### src/rtl/inst_encoder_pkg.sv
// Shared types and constants for the RV32I instruction encoder.
package inst_encoder_pkg;

    // Format codes carried on i_fmt; 6 and 7 have no member and are rejected.
    typedef enum logic [2:0] {
        FMT_R = 3'd0,
        FMT_I = 3'd1,
        FMT_S = 3'd2,
        FMT_B = 3'd3,
        FMT_U = 3'd4,
        FMT_J = 3'd5
    } fmt_e;

    typedef enum logic [1:0] {
        ERR_NONE     = 2'd0,
        ERR_RANGE    = 2'd1,
        ERR_MISALIGN = 2'd2,
        ERR_BADFMT   = 2'd3
    } err_e;

    localparam logic [6:0] OPC_OP     = 7'b0110011;
    localparam logic [6:0] OPC_OP_IMM = 7'b0010011;
    localparam logic [6:0] OPC_LOAD   = 7'b0000011;
    localparam logic [6:0] OPC_STORE  = 7'b0100011;
    localparam logic [6:0] OPC_BRANCH = 7'b1100011;
    localparam logic [6:0] OPC_LUI    = 7'b0110111;
    localparam logic [6:0] OPC_AUIPC  = 7'b0010111;
    localparam logic [6:0] OPC_JAL    = 7'b1101111;
    localparam logic [6:0] OPC_JALR   = 7'b1100111;

    // addi x0, x0, 0 -- substituted for any word that failed its checks.
    localparam logic [31:0] INST_NOP = 32'h00000013;

endpackage

### src/rtl/inst_encoder_pack.sv
// Combinational RV32I bit placement of fields and immediate into one word.
module inst_pack
    import inst_encoder_pkg::*;
(
    input  logic [2:0]  i_fmt,
    input  logic [6:0]  i_opcode,
    input  logic [2:0]  i_funct3,
    input  logic [6:0]  i_funct7,
    input  logic [4:0]  i_rd,
    input  logic [4:0]  i_rs1,
    input  logic [4:0]  i_rs2,
    input  logic [31:0] i_imm,
    output logic [31:0] o_inst
);

    // Select the standard field layout for the requested format.
    always_comb begin
        o_inst = INST_NOP;
        case (i_fmt)
            FMT_R: o_inst = {i_funct7, i_rs2, i_rs1, i_funct3, i_rd, i_opcode};
            FMT_I: o_inst = {i_imm[11:0], i_rs1, i_funct3, i_rd, i_opcode};
            FMT_S: o_inst = {i_imm[11:5], i_rs2, i_rs1, i_funct3, i_imm[4:0], i_opcode};
            FMT_B: o_inst = {i_imm[12], i_imm[10:5], i_rs2, i_rs1, i_funct3,
                             i_imm[4:1], i_imm[11], i_opcode};
            FMT_U: o_inst = {i_imm[31:12], i_rd, i_opcode};
            FMT_J: o_inst = {i_imm[20], i_imm[10:1], i_imm[11], i_imm[19:12],
                             i_rd, i_opcode};
            default: o_inst = INST_NOP;
        endcase
    end

endmodule

### src/rtl/inst_encoder.sv
// Two-stage valid/ready RV32I encoder: S1 registers fields and the error
// code, S2 holds the assembled word. Counts error-free words delivered.
module inst_encoder
    import inst_encoder_pkg::*;
#(
    parameter int N = 32
) (
    input  logic         i_clk,
    input  logic         i_rst,
    input  logic         i_valid,
    output logic         o_ready,
    input  logic [2:0]   i_fmt,
    input  logic [6:0]   i_opcode,
    input  logic [2:0]   i_funct3,
    input  logic [6:0]   i_funct7,
    input  logic [4:0]   i_rd,
    input  logic [4:0]   i_rs1,
    input  logic [4:0]   i_rs2,
    input  logic [N-1:0] i_imm,
    output logic         o_valid,
    input  logic         i_ready,
    output logic [31:0]  o_inst,
    output logic         o_err,
    output logic [1:0]   o_err_code,
    output logic [15:0]  o_count
);

    logic        s1_valid_q, s1_valid_d;
    logic [2:0]  s1_fmt_q, s1_fmt_d;
    logic [6:0]  s1_opcode_q, s1_opcode_d;
    logic [2:0]  s1_funct3_q, s1_funct3_d;
    logic [6:0]  s1_funct7_q, s1_funct7_d;
    logic [4:0]  s1_rd_q, s1_rd_d;
    logic [4:0]  s1_rs1_q, s1_rs1_d;
    logic [4:0]  s1_rs2_q, s1_rs2_d;
    logic [31:0] s1_imm_q, s1_imm_d;
    err_e        s1_err_q, s1_err_d;

    logic        s2_valid_q, s2_valid_d;
    logic [31:0] s2_inst_q, s2_inst_d;
    err_e        s2_err_q, s2_err_d;
    logic [15:0] count_q, count_d;

    logic        s2_adv, s1_adv, in_hs, out_hs;
    logic        hi11_same, hi12_same, hi20_same;
    logic [31:0] imm_ext;
    logic [31:0] packed_inst;
    err_e        err_in;

    // Sign-extend (or truncate) the immediate to the 32-bit instruction domain.
    assign imm_ext = 32'(signed'(i_imm));

    // Handshake and stage-advance conditions; o_ready never looks at i_valid.
    always_comb begin
        s2_adv  = !s2_valid_q || i_ready;
        s1_adv  = s1_valid_q && s2_adv;
        o_ready = !s1_valid_q || s1_adv;
        in_hs   = i_valid && o_ready;
        out_hs  = s2_valid_q && i_ready;
    end

    // Immediate range/alignment checks, priority bad format > misaligned > range.
    always_comb begin
        hi11_same = (&i_imm[N-1:11]) || !(|i_imm[N-1:11]);
        hi12_same = (&i_imm[N-1:12]) || !(|i_imm[N-1:12]);
        hi20_same = (&i_imm[N-1:20]) || !(|i_imm[N-1:20]);
        err_in    = ERR_NONE;
        case (i_fmt)
            FMT_R: err_in = ERR_NONE;
            FMT_I, FMT_S: begin
                if (!hi11_same) err_in = ERR_RANGE;
            end
            FMT_B: begin
                if (i_imm[0])        err_in = ERR_MISALIGN;
                else if (!hi12_same) err_in = ERR_RANGE;
            end
            FMT_U: begin
                if (i_imm[11:0] != 12'd0) err_in = ERR_RANGE;
            end
            FMT_J: begin
                if (i_imm[0])        err_in = ERR_MISALIGN;
                else if (!hi20_same) err_in = ERR_RANGE;
            end
            default: err_in = ERR_BADFMT;
        endcase
    end

    // S1 loads on an input handshake and empties when it moves into S2.
    always_comb begin
        s1_valid_d  = s1_valid_q;
        s1_fmt_d    = s1_fmt_q;
        s1_opcode_d = s1_opcode_q;
        s1_funct3_d = s1_funct3_q;
        s1_funct7_d = s1_funct7_q;
        s1_rd_d     = s1_rd_q;
        s1_rs1_d    = s1_rs1_q;
        s1_rs2_d    = s1_rs2_q;
        s1_imm_d    = s1_imm_q;
        s1_err_d    = s1_err_q;
        if (s1_adv) s1_valid_d = 1'b0;
        if (in_hs) begin
            s1_valid_d  = 1'b1;
            s1_fmt_d    = i_fmt;
            s1_opcode_d = i_opcode;
            s1_funct3_d = i_funct3;
            s1_funct7_d = i_funct7;
            s1_rd_d     = i_rd;
            s1_rs1_d    = i_rs1;
            s1_rs2_d    = i_rs2;
            s1_imm_d    = imm_ext;
            s1_err_d    = err_in;
        end
    end

    inst_pack u_pack (
        .i_fmt    (s1_fmt_q),
        .i_opcode (s1_opcode_q),
        .i_funct3 (s1_funct3_q),
        .i_funct7 (s1_funct7_q),
        .i_rd     (s1_rd_q),
        .i_rs1    (s1_rs1_q),
        .i_rs2    (s1_rs2_q),
        .i_imm    (s1_imm_q),
        .o_inst   (packed_inst)
    );

    // S2 takes the assembled word (or NOP on error) whenever it may advance.
    always_comb begin
        s2_valid_d = s2_valid_q;
        s2_inst_d  = s2_inst_q;
        s2_err_d   = s2_err_q;
        if (s2_adv) begin
            s2_valid_d = s1_valid_q;
            if (s1_valid_q) begin
                s2_inst_d = (s1_err_q == ERR_NONE) ? packed_inst : INST_NOP;
                s2_err_d  = s1_err_q;
            end
        end
    end

    // Saturating count of error-free words accepted downstream.
    always_comb begin
        count_d = count_q;
        if (out_hs && (s2_err_q == ERR_NONE) && (count_q != 16'hFFFF))
            count_d = count_q + 16'd1;
    end

    // State registers, asynchronously cleared; in-flight requests are dropped.
    always_ff @(posedge i_clk or posedge i_rst) begin
        if (i_rst) begin
            s1_valid_q  <= 1'b0;
            s1_fmt_q    <= 3'd0;
            s1_opcode_q <= 7'd0;
            s1_funct3_q <= 3'd0;
            s1_funct7_q <= 7'd0;
            s1_rd_q     <= 5'd0;
            s1_rs1_q    <= 5'd0;
            s1_rs2_q    <= 5'd0;
            s1_imm_q    <= 32'd0;
            s1_err_q    <= ERR_NONE;
            s2_valid_q  <= 1'b0;
            s2_inst_q   <= 32'd0;
            s2_err_q    <= ERR_NONE;
            count_q     <= 16'd0;
        end else begin
            s1_valid_q  <= s1_valid_d;
            s1_fmt_q    <= s1_fmt_d;
            s1_opcode_q <= s1_opcode_d;
            s1_funct3_q <= s1_funct3_d;
            s1_funct7_q <= s1_funct7_d;
            s1_rd_q     <= s1_rd_d;
            s1_rs1_q    <= s1_rs1_d;
            s1_rs2_q    <= s1_rs2_d;
            s1_imm_q    <= s1_imm_d;
            s1_err_q    <= s1_err_d;
            s2_valid_q  <= s2_valid_d;
            s2_inst_q   <= s2_inst_d;
            s2_err_q    <= s2_err_d;
            count_q     <= count_d;
        end
    end

    assign o_valid    = s2_valid_q;
    assign o_inst     = s2_inst_q;
    assign o_err      = (s2_err_q != ERR_NONE);
    assign o_err_code = s2_err_q;
    assign o_count    = count_q;

endmodule

### config.mk
export PLATFORM = sky130hd
export DESIGN_NAME = inst_encoder
export DESIGN_NICKNAME = d
export VERILOG_FILES = /design/src/rtl/inst_encoder_pkg.sv /design/src/rtl/inst_encoder_pack.sv /design/src/rtl/inst_encoder.sv
export SDC_FILE = /design/constraint.sdc
export NUM_CORES = 1
export LEC_CHECK = 0
export CORE_MARGIN = 10
export CORE_UTILIZATION = 46
export DETAILED_ROUTE_END_ITERATION = 6
export GPL_ROUTABILITY_DRIVEN = 0
export GPL_TIMING_DRIVEN = 0
export PLACE_DENSITY_LB_ADDON = 0.2
export SLEW_MARGIN = 20
export SYNTH_ARGS = -nofsm -noshare
export SYNTH_HDL_FRONTEND = slang
export SYNTH_HIERARCHICAL = 1
export SYNTH_SLANG_ARGS = --single-unit
### constraint.sdc
create_clock -name i_clk -period 3.9 [get_ports i_clk]
set_clock_uncertainty 0.05 [all_clocks]
set_input_delay 0.78 -clock i_clk [delete_from_list [all_inputs] [get_ports i_clk]]
set_output_delay 0.78 -clock i_clk [all_outputs]
set_load 0.05 [all_outputs]
==> results.json, run 1 <==
{
  "ys_ff_latch": 121,
  "rsz0062_at_grt": "no",
  "start_kind": "primary input",
  "die_w_um": 129.4,
  "endpoint_kind": "primary output",
  "cts.sink_count": 121,
  "rows": 39,
  "vias": 4406,
  "drive_gt1_frac": 0.2031,
  "initial_utilization": 0.4757,
  "cts_tree": "done",
  "fmax_mhz": 310.4,
  "wl_per_cell_um": 19.55,
  "dr.pass1.iters": 6,
  "grt_pass1_vias": 4668,
  "synthFlopType": "dfrtp_1",
  "port_buffers": 122,
  "seq_area_frac_synth": 0.5504,
  "min_period_ns": 3.221,
  "synth.net_count": 560,
  "hold_violations": 0,
  "powerDensity_nw_per_um2": 554.3,
  "dp_hpwl_um": 11570,
  "grt_max_degree": 36,
  "setup_viol": 0,
  "synthCells": 488,
  "hold_buffers": 0,
  "drc": 0,
  "yosys.area.top_type": "dfrtp_1",
  "core-area_um2": 11560,
  "synthTopCellsByCount": "121 x dfrtp_1, 86 x nand2_1, 70 x mux2_2, 35 x o21ai_0, 16 x a22oi_1",
  "timing.final.crit_share": 0.8259,
  "vias_per_cell": 5.591,
  "worst_pin_slew_ns": 0.7279,
  "ir_drop_mv": 0.2221,
  "syn2layout_area_growth_pct": 36.48,
  "yosys-top-cells-area": "dfrtp_1 55%, mux2_2 14%, nand2_1 5.9%, o21ai_0 3.2%, a22oi_1 2.2%",
  "status": "completed",
  "cts_buffer_depth": 2,
  "cp_max_fo": 5,
  "slew_headroom": 0.5137,
  "die_h_um": 129.4,
  "post_cts_resized": 0,
  "async_flop_share": 1.000,
  "slew_viol_final": 0,
  "grt_usage": 0.1853,
  "synth_edf_count": 0,
  "ant_nets": 0,
  "clock-root-buffer": "clkbuf_16",
  "p_leak_nw": 3.167,
  "ys_warn_count": 6,
  "worstSkewPairLatency_ns": 0.42,
  "required_ns": 3.07,
  "place_ws_ns": 0.6908,
  "critPathKind": "primary input to primary output",
  "antenna_cells": 0,
  "synthDistinctLibCells": 48,
  "io_pins": 124,
  "synth_area_um2": 5502,
  "die_area_um2": 16730,
  "yosysMostFrequentCell": "dfrtp_1",
  "drt_iter0_drc": 418,
  "synth_area_per_cell_um2": 11.27,
  "grt_overflow_total": 0,
  "grt_pass1_wl_um": 24460,
  "finalWorstSetupSlack_ns": 0.6788,
  "cts.clk_slew.worst_paths_ns": 0.05,
  "final_nets": 704,
  "postCtsSetupBuffers": 0,
  "tns_ns": 0,
  "cap_viol_max_count": 0,
  "hold_path_class": "register to register",
  "htreeDepth": 4,
  "antenna_found_initial": 0,
  "cp_data_arrival_time_ns": 2.39,
  "synth_top_area_frac": 0.5504,
  "drt-total-wl_um": 15410,
  "numCtsBuffers": 17
}
-- per-layer routing --
layer | global-route usage | part of all wire | vias to the layer above
met5 | 0 | 0 | -
met4 | 0.06823 | 0.014 | 0
met3 | 0.04160 | 0.066 | 25
met2 | 0.3098 | 0.49 | 182
met1 | 0.2305 | 0.43 | 2171
li1 | - | - | 2028
-- path summary, 6_finish.rpt --
check,from,end,slack [ns],cells past startpoint
max reg2reg,o_count[0]$_DFFE_PP0P_,o_count[11]$_DFFE_PP0P_,2.02,6
min in group asynchronous,i_rst,o_count[2]$_DFFE_PP0P_,0.78,2
min reg2reg,o_inst[20]$_DFFE_PP0P_,o_inst[20]$_DFFE_PP0P_,0.44,2
max,i_ready,o_ready,0.68,3
max in group asynchronous,i_rst,s1_imm_q[13]$_DFFE_PP0P_,2.22,4
min,o_inst[20]$_DFFE_PP0P_,o_inst[20]$_DFFE_PP0P_,0.44,2
-- cells by family after synthesis --
| group | synth area share |
|---|---|
| and+or+nand+nor | 0.1337 |
| adders and majority gates | 0.002274 |
| buffers and inverters | 0.02979 |
| AOI/OAI and AO/OA | 0.1014 |
| muxes | 0.1553 |
| DFF | 0.5504 |
| xor gates and xnor gates | 0.02707 |
-- layout make-up --
class                      instances  area, µm²
fill                             947       4056
timing repair buffer             125       1281
sequential                       121       3028
inverter                          11      45.04
clock inverter                    15      117.6
multi-input combinational        330       2310
buffer                            26      122.6
clock buffer                      17      425.4
tap                              143      178.9
-- critical path: stages --
cell             delay (ns)
clkdlybuf4s50_1        0.49
nand3b_1               0.25
clkdlybuf4s50_1        0.87
-- per-stage QoR --
step / power [mW] / hold slack (ns) / std cells / instance area [µm²] / util
after CTS: 4.179 / 0.4361 / 788 / 7508 / 0.6492
after floorplan: 2.314 / 0.4072 / 488 / 5505 / -
after global placement: 2.711 / 0.4111 / 753 / 6905 / 0.5971
after detailed placement: 2.748 / 0.4231 / 756 / 6965 / 0.6023
final: 4.162 / 0.4352 / 788 / 7508 / 0.6492
after global routing: 4.332 / 0.4584 / 788 / 7508 / 0.6492
-- sequential cells by signal, indices dropped and copies added, names as in the netlist, 2 cells and up --
signal,flops
o_count,16
o_err_code,2
o_inst,32
s1_err_q,2
s1_fmt_q,3
s1_funct3_q,3
s1_funct7_q,7
s1_imm_q,32
s1_opcode_q,7
s1_rd_q,5
s1_rs1_q,5
s1_rs2_q,5
-- cell usage in the layout (no fill, tap or decap), types with 2 or more instances in the layout --
master | netlist | layout
buf_2 | 14 | 14
clkbuf_1 | 8 | 8
and4_1 | 2 | 2
nor2_1 | 10 | 10
clkinv_2 | 0 | 2
inv_6 | 0 | 5
mux2_2 | 70 | 70
and2_1 | 4 | 4
clkinvlp_4 | 0 | 6
nor4_1 | 6 | 6
inv_1 | 10 | 9
nor3_1 | 8 | 8
and3_1 | 3 | 3
nand4_1 | 8 | 8
o21ai_0 | 35 | 35
a22oi_1 | 16 | 16
clkdlybuf4s50_1 | 0 | 122
or4_1 | 2 | 2
mux2i_1 | 4 | 4
xor2_1 | 8 | 8
xnor2_1 | 9 | 9
buf_1 | 3 | 3
dfrtp_1 | 121 | 121
o22ai_1 | 6 | 6
nand3_1 | 6 | 6
clkinv_4 | 0 | 3
a22o_1 | 7 | 7
buf_12 | 0 | 3
nand2b_1 | 6 | 6
clkbuf_16 | 0 | 17
nand2_1 | 86 | 86
o21ai_1 | 9 | 9
nor2b_1 | 2 | 2
o2bb2ai_1 | 4 | 4
-- report_power, final --
| group | leakage, nW | internal, mW | switching, mW |
|---|---|---|---|
| Combinational | 1.42 | 0.459 | 0.675 |
| Sequential | 1.49 | 1.45 | 0.153 |
| Clock | 0.253 | 0.820 | 0.609 |
| Total | 3.17 | 2.72 | 1.44 |
Power figures use the tool's default switching activity.
==> run 2: changes to the inputs <==
==> constraint.sdc (replaced) <==
create_clock -name i_clk -period 2.8 [get_ports i_clk]
set_clock_uncertainty 0.05 [all_clocks]
set_input_delay 0.56 -clock i_clk [delete_from_list [all_inputs] [get_ports i_clk]]
set_output_delay 0.56 -clock i_clk [all_outputs]
set_load 0.05 [all_outputs]
==> run 2 against run 1 <==
  * Global-route usage unchanged
  * Wire length hardly changed
  * Die area unchanged
  * First-iteration DRC count unchanged
  * Core utilization about the same
  * Worst setup slack lost 0.29 ns
  * Combinational power up 40%
  * Final area is essentially flat
  * Power increased by 39%
  * Hold slack is essentially flat
  * Critical path depth shrank 1
==> results.json, run 2 (synthesis gave the netlist of run 1 again) <==
{
  "status": "completed",
  "final_nets": 704,
  "drc": 0,
  "rsz0062_at_grt": "no",
  "setup_viol": 0,
  "hold_path_class": "register to register",
  "io_pins": 124,
  "timing.final.crit_share": 0.8617,
  "cp_max_fo": 3,
  "required_ns": 2.19,
  "die_h_um": 129.4,
  "worstSkewPairLatency_ns": 0.42,
  "wl_per_cell_um": 19.57,
  "postCtsSetupBuffers": 0,
  "grt_pass1_vias": 4668,
  "numCtsBuffers": 17,
  "drt-total-wl_um": 15420,
  "grt_overflow_total": 0,
  "slew_viol_final": 0,
  "worst_pin_slew_ns": 0.7279,
  "hold_violations": 0,
  "antenna_found_initial": 0,
  "vias": 4406,
  "htreeDepth": 4,
  "cp_data_arrival_time_ns": 1.80,
  "start_kind": "register",
  "antenna_cells": 0,
  "syn2layout_area_growth_pct": 36.52,
  "total_power_mw": 5.797,
  "drive_gt1_frac": 0.2031,
  "dp_hpwl_um": 11570,
  "grt_max_degree": 36,
  "ant_nets": 0,
  "post_cts_resized": 0,
  "fin_hold_ws_ns": 0.4352,
  "powerDensity_nw_per_um2": 771.9,
  "rows": 39,
  "port_buffers": 122,
  "clock-root-buffer": "clkbuf_16",
  "core-area_um2": 11560,
  "die_area_um2": 16730,
  "cts_buffer_depth": 2,
  "ir_drop_mv": 0.3093,
  "initial_utilization": 0.4757,
  "fmax_mhz": 414.5,
  "slew_headroom": 0.5137,
  "die_w_um": 129.4,
  "endpoint_kind": "primary output",
  "vias_per_cell": 5.591,
  "fillers": 946,
  "cts_tree": "done",
  "dr.pass1.iters": 5,
  "p_leak_nw": 3.171,
  "grt_usage": 0.1853,
  "grt_pass1_wl_um": 24460,
  "min_period_ns": 2.413,
  "mostFrequentLayoutCells": "121 x clkdlybuf4s50_1, 121 x dfrtp_1, 86 x nand2_1, 70 x mux2_2, 35 x o21ai_0",
  "cts.clk_slew.worst_paths_ns": 0.05,
  "cap_viol_max_count": 0,
  "drt_iter0_drc": 418,
  "cts.sink_count": 121,
  "critPathKind": "register to primary output",
  "hold_buffers": 0
}
-- run 2: cell types whose count changed in the layout (fill, tap and decap cells not counted) --
| cell | change |
|---|---|
| clkdlybuf4s50_1 | -1 |
| dlymetal6s2s_1 | +1 |
-- run 2: per-stage QoR --
| stage | area, µm² | utilization | std cells | TNS (ns) | setup WS [ns] |
|---|---|---|---|---|---|
| after global placement | 6905 | 0.5971 | 753 | -45.97 | -0.3869 |
| after detailed placement | 6965 | 0.6023 | 756 | 0 | 0.03080 |
| after global routing | 7511 | 0.6495 | 788 | 0 | 0.3543 |
| after CTS | 7508 | 0.6492 | 788 | 0 | 0.02503 |
| after floorplan | 5505 | - | 488 | 0 | 0.4808 |
| final | 7511 | 0.6495 | 788 | 0 | 0.3873 |
-- run 2: worst max-delay path, stage by stage (launching register included) --
cell             delay (ns)
dfrtp_1                0.40
or2_4                  0.28
clkdlybuf4s50_1        0.71
-- run 2: path summary, 6_finish.rpt --
check	end	from	depth (start not counted)	slack (ns)
min in group asynchronous	o_count[2]$_DFFE_PP0P_	i_rst	2	0.56
worst min-delay path	o_inst[20]$_DFFE_PP0P_	o_inst[20]$_DFFE_PP0P_	2	0.44
worst max register to register	o_count[11]$_DFFE_PP0P_	o_count[0]$_DFFE_PP0P_	6	0.92
max in group asynchronous	s1_imm_q[13]$_DFFE_PP0P_	i_rst	4	1.34
worst min register to register	o_inst[20]$_DFFE_PP0P_	o_inst[20]$_DFFE_PP0P_	2	0.44
worst max-delay path	o_err	o_err_code[0]$_DFFE_PP0P_	2	0.39
-- run 2: final cells by class --
type	instances	area, µm²	share of cell area
buffer	26	122.6	0.01633
clock inverter	15	117.6	0.01566
sequential	121	3028	0.4031
clock buffer	17	425.4	0.05664
timing repair buffer	125	1284	0.1709
inverter	11	45.04	0.005997
tap	143	178.9	0.02382
multi-input combinational	330	2310	0.3075
-- run 2: per-layer routing --
metal	global-route usage	routed length, µm	vias up	part of all wire
met3	0.04160	1034	27	0.067
met4	0.06823	218	0	0.014
met1	0.2305	6595	2169	0.43
li1	-	-	2028	-
met2	0.3098	7573	182	0.49
met5	0	0	-	0
-- run 2: power breakdown --
part	internal, mW	switching, mW	total [mW]	leakage [nW]
Clock	1.14	0.849	1.99	0.253
Sequential	2.01	0.214	2.23	1.49
Combinational	0.639	0.940	1.58	1.43
==> run 3: changes to the inputs <==
--- a/config.mk
+++ b/config.mk
@@ -8,7 +8,6 @@
 export CORE_MARGIN = 10
 export CORE_UTILIZATION = 46
 export DETAILED_ROUTE_END_ITERATION = 6
-export GPL_ROUTABILITY_DRIVEN = 0
 export GPL_TIMING_DRIVEN = 0
 export PLACE_DENSITY_LB_ADDON = 0.2
 export SLEW_MARGIN = 20
==> results of run 3 <==
Same layout as run 2: the final DEF is identical, and so are final timing and power.
